## src/rtl/gaus_pkg.sv

```systemverilog
// Shared constants for the Gaussian 5x3 smoothing stage: pixel width and
// separable kernel weights [1 4 6 4 1] x [1 2 1], normalised by 64.
package gaus_pkg;
  localparam int PIXW   = 16;
  localparam int KV [5] = '{1, 4, 6, 4, 1};
  localparam int KH [3] = '{1, 2, 1};
  localparam int KSHIFT = 6;
  localparam int KROUND = 32;
  localparam int KBITS  = 4;  // weight bits scanned when building shift-add trees
endpackage

```

## src/rtl/gaus_window_conv_if.sv

```systemverilog
// Window-in / pixel-out bundle between the shift buffer, the smoother and its consumer.
interface gaus_window_conv_if
  import gaus_pkg::*;
#(
  parameter int PIXW = gaus_pkg::PIXW,
  parameter int CNTW = 24
);
  logic                 winValid;
  logic [3*PIXW-1:0]    gausShiftOutA;
  logic [3*PIXW-1:0]    gausShiftOutB;
  logic [3*PIXW-1:0]    gausShiftOutC;
  logic [3*PIXW-1:0]    gausShiftOutD;
  logic [3*PIXW-1:0]    gausShiftOutE;
  logic [PIXW-1:0]      pixOut;
  logic                 pixValid;
  logic [CNTW-1:0]      outCount;
  logic                 frameDone;

  modport master (
    output winValid, gausShiftOutA, gausShiftOutB, gausShiftOutC,
           gausShiftOutD, gausShiftOutE,
    input  pixOut, pixValid, outCount, frameDone
  );

  modport slave (
    input  winValid, gausShiftOutA, gausShiftOutB, gausShiftOutC,
           gausShiftOutD, gausShiftOutE,
    output pixOut, pixValid, outCount, frameDone
  );
endinterface

```

## src/rtl/gaus_vtap5.sv

```systemverilog
// Vertical 5-tap column sum A + 4B + 6C + 4D + E built from shifts and adds,
// registered; the register only loads on a valid beat.
module gaus_vtap5
  import gaus_pkg::*;
#(
  parameter int PIXW = gaus_pkg::PIXW
) (
  input  logic                  clk,
  input  logic                  reset,
  input  logic                  i_en,
  input  logic [4:0][PIXW-1:0]  i_px,   // [0]=row A .. [4]=row E
  output logic [PIXW+3:0]       o_v
);
  localparam int VW = PIXW + 4;

  logic [VW-1:0] w_sum;

  always_comb begin
    w_sum = '0;
    for (int r = 0; r < 5; r++)
      for (int b = 0; b < KBITS; b++)
        if (KV[r][b]) w_sum = w_sum + (VW'(i_px[r]) << b);
  end

  always_ff @(posedge clk or negedge reset) begin
    if (!reset)    o_v <= '0;
    else if (i_en) o_v <= w_sum;
  end
endmodule

```

## src/rtl/gaus_window_conv.sv

```systemverilog
// 3-stage Gaussian smoother: vertical taps, horizontal [1 2 1] sum, round/shift.
// Tracks line position to drop warm-up beats and counts pixels within a frame.
module gaus_window_conv
  import gaus_pkg::*;
#(
  parameter int PIXW      = gaus_pkg::PIXW,
  parameter int LINEWIDTH = 2048,
  parameter int SKIP      = 2,
  parameter int FRAMEPIX  = 4194304,
  parameter int CNTW      = 24
) (
  input  logic               clk,
  input  logic               reset,
  gaus_window_conv_if.slave  bus
);
  localparam int VW     = PIXW + 4;
  localparam int HW     = PIXW + 6;
  localparam int CW     = (LINEWIDTH > 1) ? $clog2(LINEWIDTH) : 1;
  localparam int STAGES = 3;

  logic [2:0][4:0][PIXW-1:0] w_col_px;
  logic [2:0][VW-1:0]        w_v;
  logic [HW-1:0]             w_h, r_h;
  logic [CW-1:0]             r_colCnt, w_col;
  logic                      w_acc;
  logic [STAGES:1]           r_vld_pipe;
  logic [CNTW-1:0]           w_cnt_next;

  // Column c sits at slice bits [(2-c)*PIXW +: PIXW]; col0 is the oldest.
  for (genvar c = 0; c < 3; c++) begin : g_col
    assign w_col_px[c] = {bus.gausShiftOutE[(2-c)*PIXW +: PIXW],
                          bus.gausShiftOutD[(2-c)*PIXW +: PIXW],
                          bus.gausShiftOutC[(2-c)*PIXW +: PIXW],
                          bus.gausShiftOutB[(2-c)*PIXW +: PIXW],
                          bus.gausShiftOutA[(2-c)*PIXW +: PIXW]};

    gaus_vtap5 #(.PIXW(PIXW)) u_vtap (
      .clk   (clk),
      .reset (reset),
      .i_en  (w_acc),
      .i_px  (w_col_px[c]),
      .o_v   (w_v[c])
    );
  end

  // A beat landing on the frameDone cycle belongs to the new frame, line position 0.
  assign w_col = bus.frameDone ? '0 : r_colCnt;
  assign w_acc = bus.winValid && (w_col >= CW'(SKIP));

  always_ff @(posedge clk or negedge reset) begin
    if (!reset)            r_colCnt <= '0;
    else if (bus.winValid) r_colCnt <= (w_col == CW'(LINEWIDTH-1)) ? '0 : w_col + CW'(1);
    else                   r_colCnt <= w_col;
  end

  always_comb begin
    w_h = '0;
    for (int c = 0; c < 3; c++)
      for (int b = 0; b < KBITS; b++)
        if (KH[c][b]) w_h = w_h + (HW'(w_v[c]) << b);
  end

  // outCount shows the index of the pixel on pixOut and steps once it has gone out.
  always_comb begin
    w_cnt_next = bus.outCount;
    if (bus.pixValid)
      w_cnt_next = (bus.outCount == CNTW'(FRAMEPIX-1)) ? '0 : bus.outCount + CNTW'(1);
  end

  always_ff @(posedge clk or negedge reset) begin
    if (!reset) begin
      r_vld_pipe    <= '0;
      r_h           <= '0;
      bus.pixOut    <= '0;
      bus.pixValid  <= 1'b0;
      bus.outCount  <= '0;
      bus.frameDone <= 1'b0;
    end else begin
      r_vld_pipe    <= {r_vld_pipe[STAGES-1:1], w_acc};
      if (r_vld_pipe[1]) r_h <= w_h;
      if (r_vld_pipe[2]) bus.pixOut <= PIXW'((r_h + HW'(KROUND)) >> KSHIFT);
      bus.pixValid  <= r_vld_pipe[2];
      bus.outCount  <= w_cnt_next;
      bus.frameDone <= r_vld_pipe[2] && (w_cnt_next == CNTW'(FRAMEPIX-1));
    end
  end
endmodule

```

## src/flat_wrapper.sv

```systemverilog
// flat-port wrapper written by rule: the top's interface ports become plain ports
module gaus_window_conv_flat import gaus_pkg::*;
#(
  parameter int PIXW      = gaus_pkg::PIXW,
  parameter int LINEWIDTH = 2048,
  parameter int SKIP      = 2,
  parameter int FRAMEPIX  = 4194304,
  parameter int CNTW      = 24
)
  (clk, reset, bus_winValid, bus_gausShiftOutA, bus_gausShiftOutB, bus_gausShiftOutC, bus_gausShiftOutD, bus_gausShiftOutE, bus_pixOut, bus_pixValid, bus_outCount, bus_frameDone);
  gaus_window_conv_if #(.PIXW(PIXW), .CNTW(CNTW)) bus_i ();
  input  logic clk;
  input  logic reset;
  input wire logic [$bits(bus_i.winValid)-1:0] bus_winValid;
  input wire logic [$bits(bus_i.gausShiftOutA)-1:0] bus_gausShiftOutA;
  input wire logic [$bits(bus_i.gausShiftOutB)-1:0] bus_gausShiftOutB;
  input wire logic [$bits(bus_i.gausShiftOutC)-1:0] bus_gausShiftOutC;
  input wire logic [$bits(bus_i.gausShiftOutD)-1:0] bus_gausShiftOutD;
  input wire logic [$bits(bus_i.gausShiftOutE)-1:0] bus_gausShiftOutE;
  output wire logic [$bits(bus_i.pixOut)-1:0] bus_pixOut;
  output wire logic [$bits(bus_i.pixValid)-1:0] bus_pixValid;
  output wire logic [$bits(bus_i.outCount)-1:0] bus_outCount;
  output wire logic [$bits(bus_i.frameDone)-1:0] bus_frameDone;
  assign bus_i.winValid = bus_winValid;
  assign bus_i.gausShiftOutA = bus_gausShiftOutA;
  assign bus_i.gausShiftOutB = bus_gausShiftOutB;
  assign bus_i.gausShiftOutC = bus_gausShiftOutC;
  assign bus_i.gausShiftOutD = bus_gausShiftOutD;
  assign bus_i.gausShiftOutE = bus_gausShiftOutE;
  assign bus_pixOut = bus_i.pixOut;
  assign bus_pixValid = bus_i.pixValid;
  assign bus_outCount = bus_i.outCount;
  assign bus_frameDone = bus_i.frameDone;
  gaus_window_conv #(.PIXW(PIXW), .LINEWIDTH(LINEWIDTH), .SKIP(SKIP), .FRAMEPIX(FRAMEPIX), .CNTW(CNTW)) u_core (.clk(clk), .reset(reset), .bus(bus_i));
endmodule
```

## config.mk

```make
export PLATFORM = sky130hd
export DESIGN_NAME = gaus_window_conv_flat
export DESIGN_NICKNAME = d
export VERILOG_FILES = /design/src/rtl/gaus_pkg.sv /design/src/rtl/gaus_window_conv_if.sv /design/src/rtl/gaus_vtap5.sv /design/src/rtl/gaus_window_conv.sv /design/src/flat_wrapper.sv
export SDC_FILE = /design/constraint.sdc
export NUM_CORES = 1
export LEC_CHECK = 0
export CAP_MARGIN = 15
export CORE_MARGIN = 1
export CORE_UTILIZATION = 54
export DETAILED_ROUTE_END_ITERATION = 10
export PLACE_DENSITY = 0.83
export SYNTH_ARGS = -nofsm -noshare
export SYNTH_HDL_FRONTEND = slang
export SYNTH_SLANG_ARGS = --single-unit
```

## constraint.sdc

```tcl
create_clock -name clk -period 3 [get_ports clk]
set_input_delay 0.9 -clock clk [delete_from_list [all_inputs] [get_ports clk]]
set_output_delay 0.9 -clock clk [all_outputs]
set_load 0.05 [all_outputs]
```

Yosys cells after proc, flatten, opt, wreduce, memory -nomap -nowiden
Cells that the tools add are included.

storage, ports and cells
  register bits = 137
  output and inout port bits = 42
  word-level logic and storage cells = 41

operators by class
  add/subtract/negate cells = 20
  order comparisons = 1
  eq/ne operators = 3
  mux-type cells = 5
  reduce and logical (&&, ||, !) cells = 2

operators with widths
  kind                                                                     number
  20-bit by 18-bit adder with 20-bit output                                6
  19-bit by 17-bit adder with 20-bit output                                3
  20-bit by 16-bit adder with 20-bit output                                3
  16-bit by 18-bit adder with 19-bit output                                3
  24-bit by 22-bit == test with 1-bit output (second input constant)       2
  24-bit two-way mux                                                       2
  11-bit two-way mux                                                       3
  24-bit by 1-bit adder with 24-bit output (second input constant)         1
  20-bit by 21-bit adder with 22-bit output                                1
  22-bit by 20-bit adder with 22-bit output                                1
  22-bit by 6-bit adder with 22-bit output (second input constant)         1
  11-bit by 1-bit adder with 11-bit output (second input constant)         1
  11-bit == test (second input constant)                                   1
  11-bit by 2-bit >= comparator with 1-bit output (second input constant)  1
  1-bit logical AND                                                        2

Logic depth before layout (Yosys ltp)
  depth after elaboration = 5
  mapped depth = 16
  mapped depth without buffers = 15

Modules after synthesis
Synthesis repeated with hierarchy kept, for this count alone.

unflattened totals
  cells, all modules = 1752
  area total of the unflattened synthesis = 15805.2 um2

modules (own cells, without submodules)
  module                                instances  cells an instance  area an instance (um2)  sequential area each (um2)
  gaus_window_conv                      1          487                4753.3                  1801.7
  gaus_vtap5 at u_core.g_col[0].u_vtap  1          437                3776.1                  500.5
  gaus_vtap5 at u_core.g_col[2].u_vtap  1          418                3716.1                  500.5
  gaus_vtap5 at u_core.g_col[1].u_vtap  1          410                3559.7                  500.5

Least setup slack after synthesis
OpenSTA, ideal clock, no wires.

  path kind = in2reg
  start point = input port bus_gausShiftOutE[26]
  end point = register u_core.g_col[1].u_vtap.o_v[19]
  setup time = 0.087 ns
  data arrival time = 4.564 ns
  required time = 2.913 ns
  slack = -1.651 ns
  stages = 15
  path through = inv_1 > fa_1 > inv_1 > fa_1 > inv_1 > fa_1 > inv_1 > ha_1 > a21o_1 > a31oi_1 > a21boi_0 > or3_1 > o221a_2 > or4_1 > o211ai_1

between the ends
  word-level cells in the longest chain between the ends = 1

ends and longest elaborated chain
  what                                       line                RTL
  from (decl)                                flat_wrapper.sv:19  input wire logic [$bits(bus_i.gausShiftOutE)-1:0] bus_gausShiftOutE;
  20-bit by 16-bit adder with 20-bit output  gaus_vtap5.sv:22    if (KV[r][b]) w_sum = w_sum + (VW'(i_px[r]) << b);
  to (signal assigned)                       gaus_vtap5.sv:27    else if (i_en) o_v <= w_sum;
  to (decl)                                  gaus_vtap5.sv:12    output logic [PIXW+3:0] o_v

Every way passes these cells.
A chain may end at the register's enable or synchronous reset.

Worst setup path in the final report
  start point = input port bus_gausShiftOutB[25]
  end point = register u_core.g_col[1].u_vtap.o_v[19]

between the ends
  word-level cells in the longest chain between the ends = 5

ends and longest elaborated chain
  what                                                     line                RTL
  from (decl)                                              flat_wrapper.sv:16  input wire logic [$bits(bus_i.gausShiftOutB)-1:0] bus_gausShiftOutB;
  16-bit by 18-bit adder with 19-bit output                gaus_vtap5.sv:22
  19-bit by 17-bit adder with 20-bit output                gaus_vtap5.sv:22
  20-bit by 18-bit adder with 20-bit output (2 in series)  gaus_vtap5.sv:22
  20-bit by 16-bit adder with 20-bit output                gaus_vtap5.sv:22

Every way passes these cells.

==> results.ini <==
[status]
status = complete, but fails checks
violations = negative setup slack

[power_and_ir_drop]
swShare_pct = 48.0
power_density_nw_per_um2 = 1270
p_total_w = 0.0266
p_clk_share_pct = 9.5
p_leak_nw = 10.6
pwr-share-seq_pct = 13.1
switching_power_w = 0.0128
irDropWorstVdd_mv = 0.864
p_comb_share_pct = 77.4
internal_power_w = 0.0139

[timing]
final.period_utilization_pct = 152
setup_violations = 58
max_freq_mhz = 219
hold_viol = 0
timing.hold.ws_ns = 0.419
slew_headroom_pct = 33.7
drv_slew = 0
skew_ns = 0.00874
worst_slack_ns = -1.56
worst_slew_pin_slew_ns = 0.994
rsz0062_at_grt = yes
period_needed_ns = 4.56

[layout]
area_growth_pct = 46.1
drive_gt1_share_pct = 33.3
final_nets = 2595
layout.cells.non_filler = 2409
utilization_pct = 80.5

[worst_setup_path]
worst-path-buf-inv = 5
crit_path_top_delay_cell = fa_1
crit_path_max_incr_delay_ns = 0.59
cp.arrival_ns = 4.91
cp-startpoint = bus_gausShiftOutB[25]
path_cells = dlygate4sd2_1 -> inv_2 -> fa_1 -> inv_2 -> fa_1 -> inv_1 -> fa_1 -> inv_1 -> ha_4 -> a31oi_4 -> a21boi_2 -> or3_1 -> o221a_4 -> or4_4 -> o211ai_1
setup.worst_path.end_class = register
worst_setup_path_start_kind = input port
r2r_start = u_core.g_col[1].u_vtap.o_v[7]
critical-path-top-delay-family = adder cells
worstSetupPathType = in2reg
cp.required_ns = 3.34
critPathMaxFanout = 4
cp_common_cell = fa_1

[logic_synthesis]
synth.distinct_cells = 64
synth-seq-area-share_pct = 23.0
avgSynthCellArea_um2 = 9.04
synthesis.area_um2 = 14400
synth_edf_count = 0
yosys_warnings = 0
yosys_register_bits = 132
syn-num-nets = 2123
ys_async_sr_fraction_pct = 100
postSynthCellCount = 1589
synth_ff_type = dfrtp_1

[global_routing]
first_global_vias = 13911
grt.overflow.total = 0
grt_pass1_wl_mm = 64.4
antenna_found_initial = 1
grt_max_degree = 56
gr-usage-all-layers_pct = 30.1

[placement]
port_buffers = 284
place_ws_ns = -2.26
dp.cells = 2328
gp_congestion = 1.02
hpwl_mm = 28.0

[clock_network]
tritoncts = built
clk_path_buf_depth = 2
cts_root_buf = clkbuf_16
numCtsBuffers = 17
clkLatencyLatePin_ns = 0.44
clock-sinks = 132
ctsHoldBuffers = 0
clk_pin_slew_ns = 0.07
cts_max_level = 4

[die]
start_util_pct = 55.1
core.rowCount = 59
die_w_um = 165
pin_count = 285
dieArea_um2 = 27300
die_h_um = 165
coreArea_um2 = 26100

[route]
antenna_left = 0
vias = 13836
viasPerCell = 5.74
routed_wl_mm = 48.4
drtPass1Iterations = 6
drc = 0
drt-initial-drc-count = 1351
wl_per_cell_um = 20.1

[worst_hold_path]
hold_path.class = in2async

[flow_run]
drv_cap = 0

==> worst register-to-register path, cell delays in order (launching register included) <==
cell and delay, ns:
dfrtp_1 0.43, fa_1 0.56, ha_4 0.30, nand4_1 0.23
a211oi_4 0.39, o2111ai_4 0.23, o211ai_1 0.33, a31oi_2 0.17
nand2b_1 0.21, a31oi_1 0.28
==> stage by stage <==
| step | setup TNS [ns] | area [um2] |
|---|---|---|
| 6_report | -48.36 | 21000 |
| 5_1_grt | -52.21 | 21000 |
| 4_1_cts | -41.54 | 20500 |
| 3_5_place_dp | -84.35 | 19200 |
| 3_3_place_gp | -80.84 | 19200 |
| 2_1_floorplan | -41.42 | 14900 |
==> cell families after synthesis <==
group | share of synthesized area [%]
AOI/OAI and AO/OA | 9.67
xor gates and xnor gates | 5.67
adders and majority gates | 35.9
buffers and inverters | 13.5
DFF | 23.0
muxes | 1.30
and+or+nand+nor | 11.0
==> final cells by class <==
type,count,area (um2)
Tap cell,335,419
Timing Repair Buffer,480,4200
Antenna cell,1,2.50
Fill cell,1359,5080
Sequential cell,132,3310
Clock inverter,7,189
Inverter,484,1910
Clock buffer,24,512
Multi-Input combinational cell,946,10400
==> final timing paths <==
path,slack [ns],to,depth (start not counted)
max,-1.56,u_core.g_col[1].u_vtap.o_v[19],15
min,0.42,u_core.g_col[1].u_vtap.o_v[0],1
max reg2reg,-0.24,u_core.r_h[21],9
min reg2reg,0.50,u_core.g_col[2].u_vtap.o_v[0],2
max in group asynchronous,1.82,u_core.g_col[1].u_vtap.o_v[6],2
min in group clk,0.50,u_core.g_col[2].u_vtap.o_v[0],2
==> registers in the layout, summed over array words and instances, names as in the netlist <==
register and cells:
u_core.bus.pixOut 16, u_core.bus.outCount 24, u_core.bus.frameDone 1, u_core.r_colCnt 11, u_core.g_col.u_vtap.o_v 60, u_core.r_vld_pipe 2
u_core.r_h 17, u_core.bus.pixValid 1
==> power by group through the flow <==
stage | registers, W | clock network (W) | logic [W]
global placement | 0.00326 | 0 | 0.0139
CTS | 0.00332 | 0.00248 | 0.0172
global route | 0.00351 | 0.00260 | 0.0216
floorplan | 0.00358 | 0 | 0.00940
finish | 0.00348 | 0.00254 | 0.0206
detailed placement | 0.00331 | 0 | 0.0146
==> cells in the mapped netlist (16+ instances only) <==
cell,number,area (um2)
clkbuf_1,21,78.8
inv_1,484,1820
xnor2_1,50,438
fa_1,202,4040
dfrtp_1,132,3300
nand2_1,126,473
xor2_1,43,377
nor2_1,61,229
o21ai_0,68,340
a211oi_1,16,120
ha_1,89,1110
nand3_1,27,135
nand4_1,21,131
a21oi_1,59,295
a21o_1,20,150
==> placed cells by master (no fill, tap or decap), drive strengths merged, types with 13 or more instances in the layout <==
master	count
buf	230
a21o	20
inv	485
nor3	17
nor2	61
ha	89
xor2	43
dlymetal6s2s	13
dfrtp	132
xnor2	50
nand4	22
nand2	126
mux2	13
clkbuf	59
fa	202
clkdlybuf4s15	13
a21oi	59
clkdlybuf4s50	115
nand3	28
o21ai	69
a211oi	16
dlygate4sd2	74
==> routing by layer <==
layer / vias to the layer above / part of all wire, % / global-route usage, %
li1: 5805 / - / -
met1: 6703 / 33 / 32.3
met2: 975 / 51 / 56.2
met3: 353 / 8.2 / 5.27
met4: 0 / 8.0 / 15.5
met5: - / 0 / 0
==> repair_timing <==
action,4_1_cts,5_1_grt
pin swaps,263,225
endpoints found under the hold margin,0,0
gates resized for setup,478,267
setup endpoints to repair,59,61
buffers inserted,34,26
Note: power is estimated with default switching activity, not from simulation.
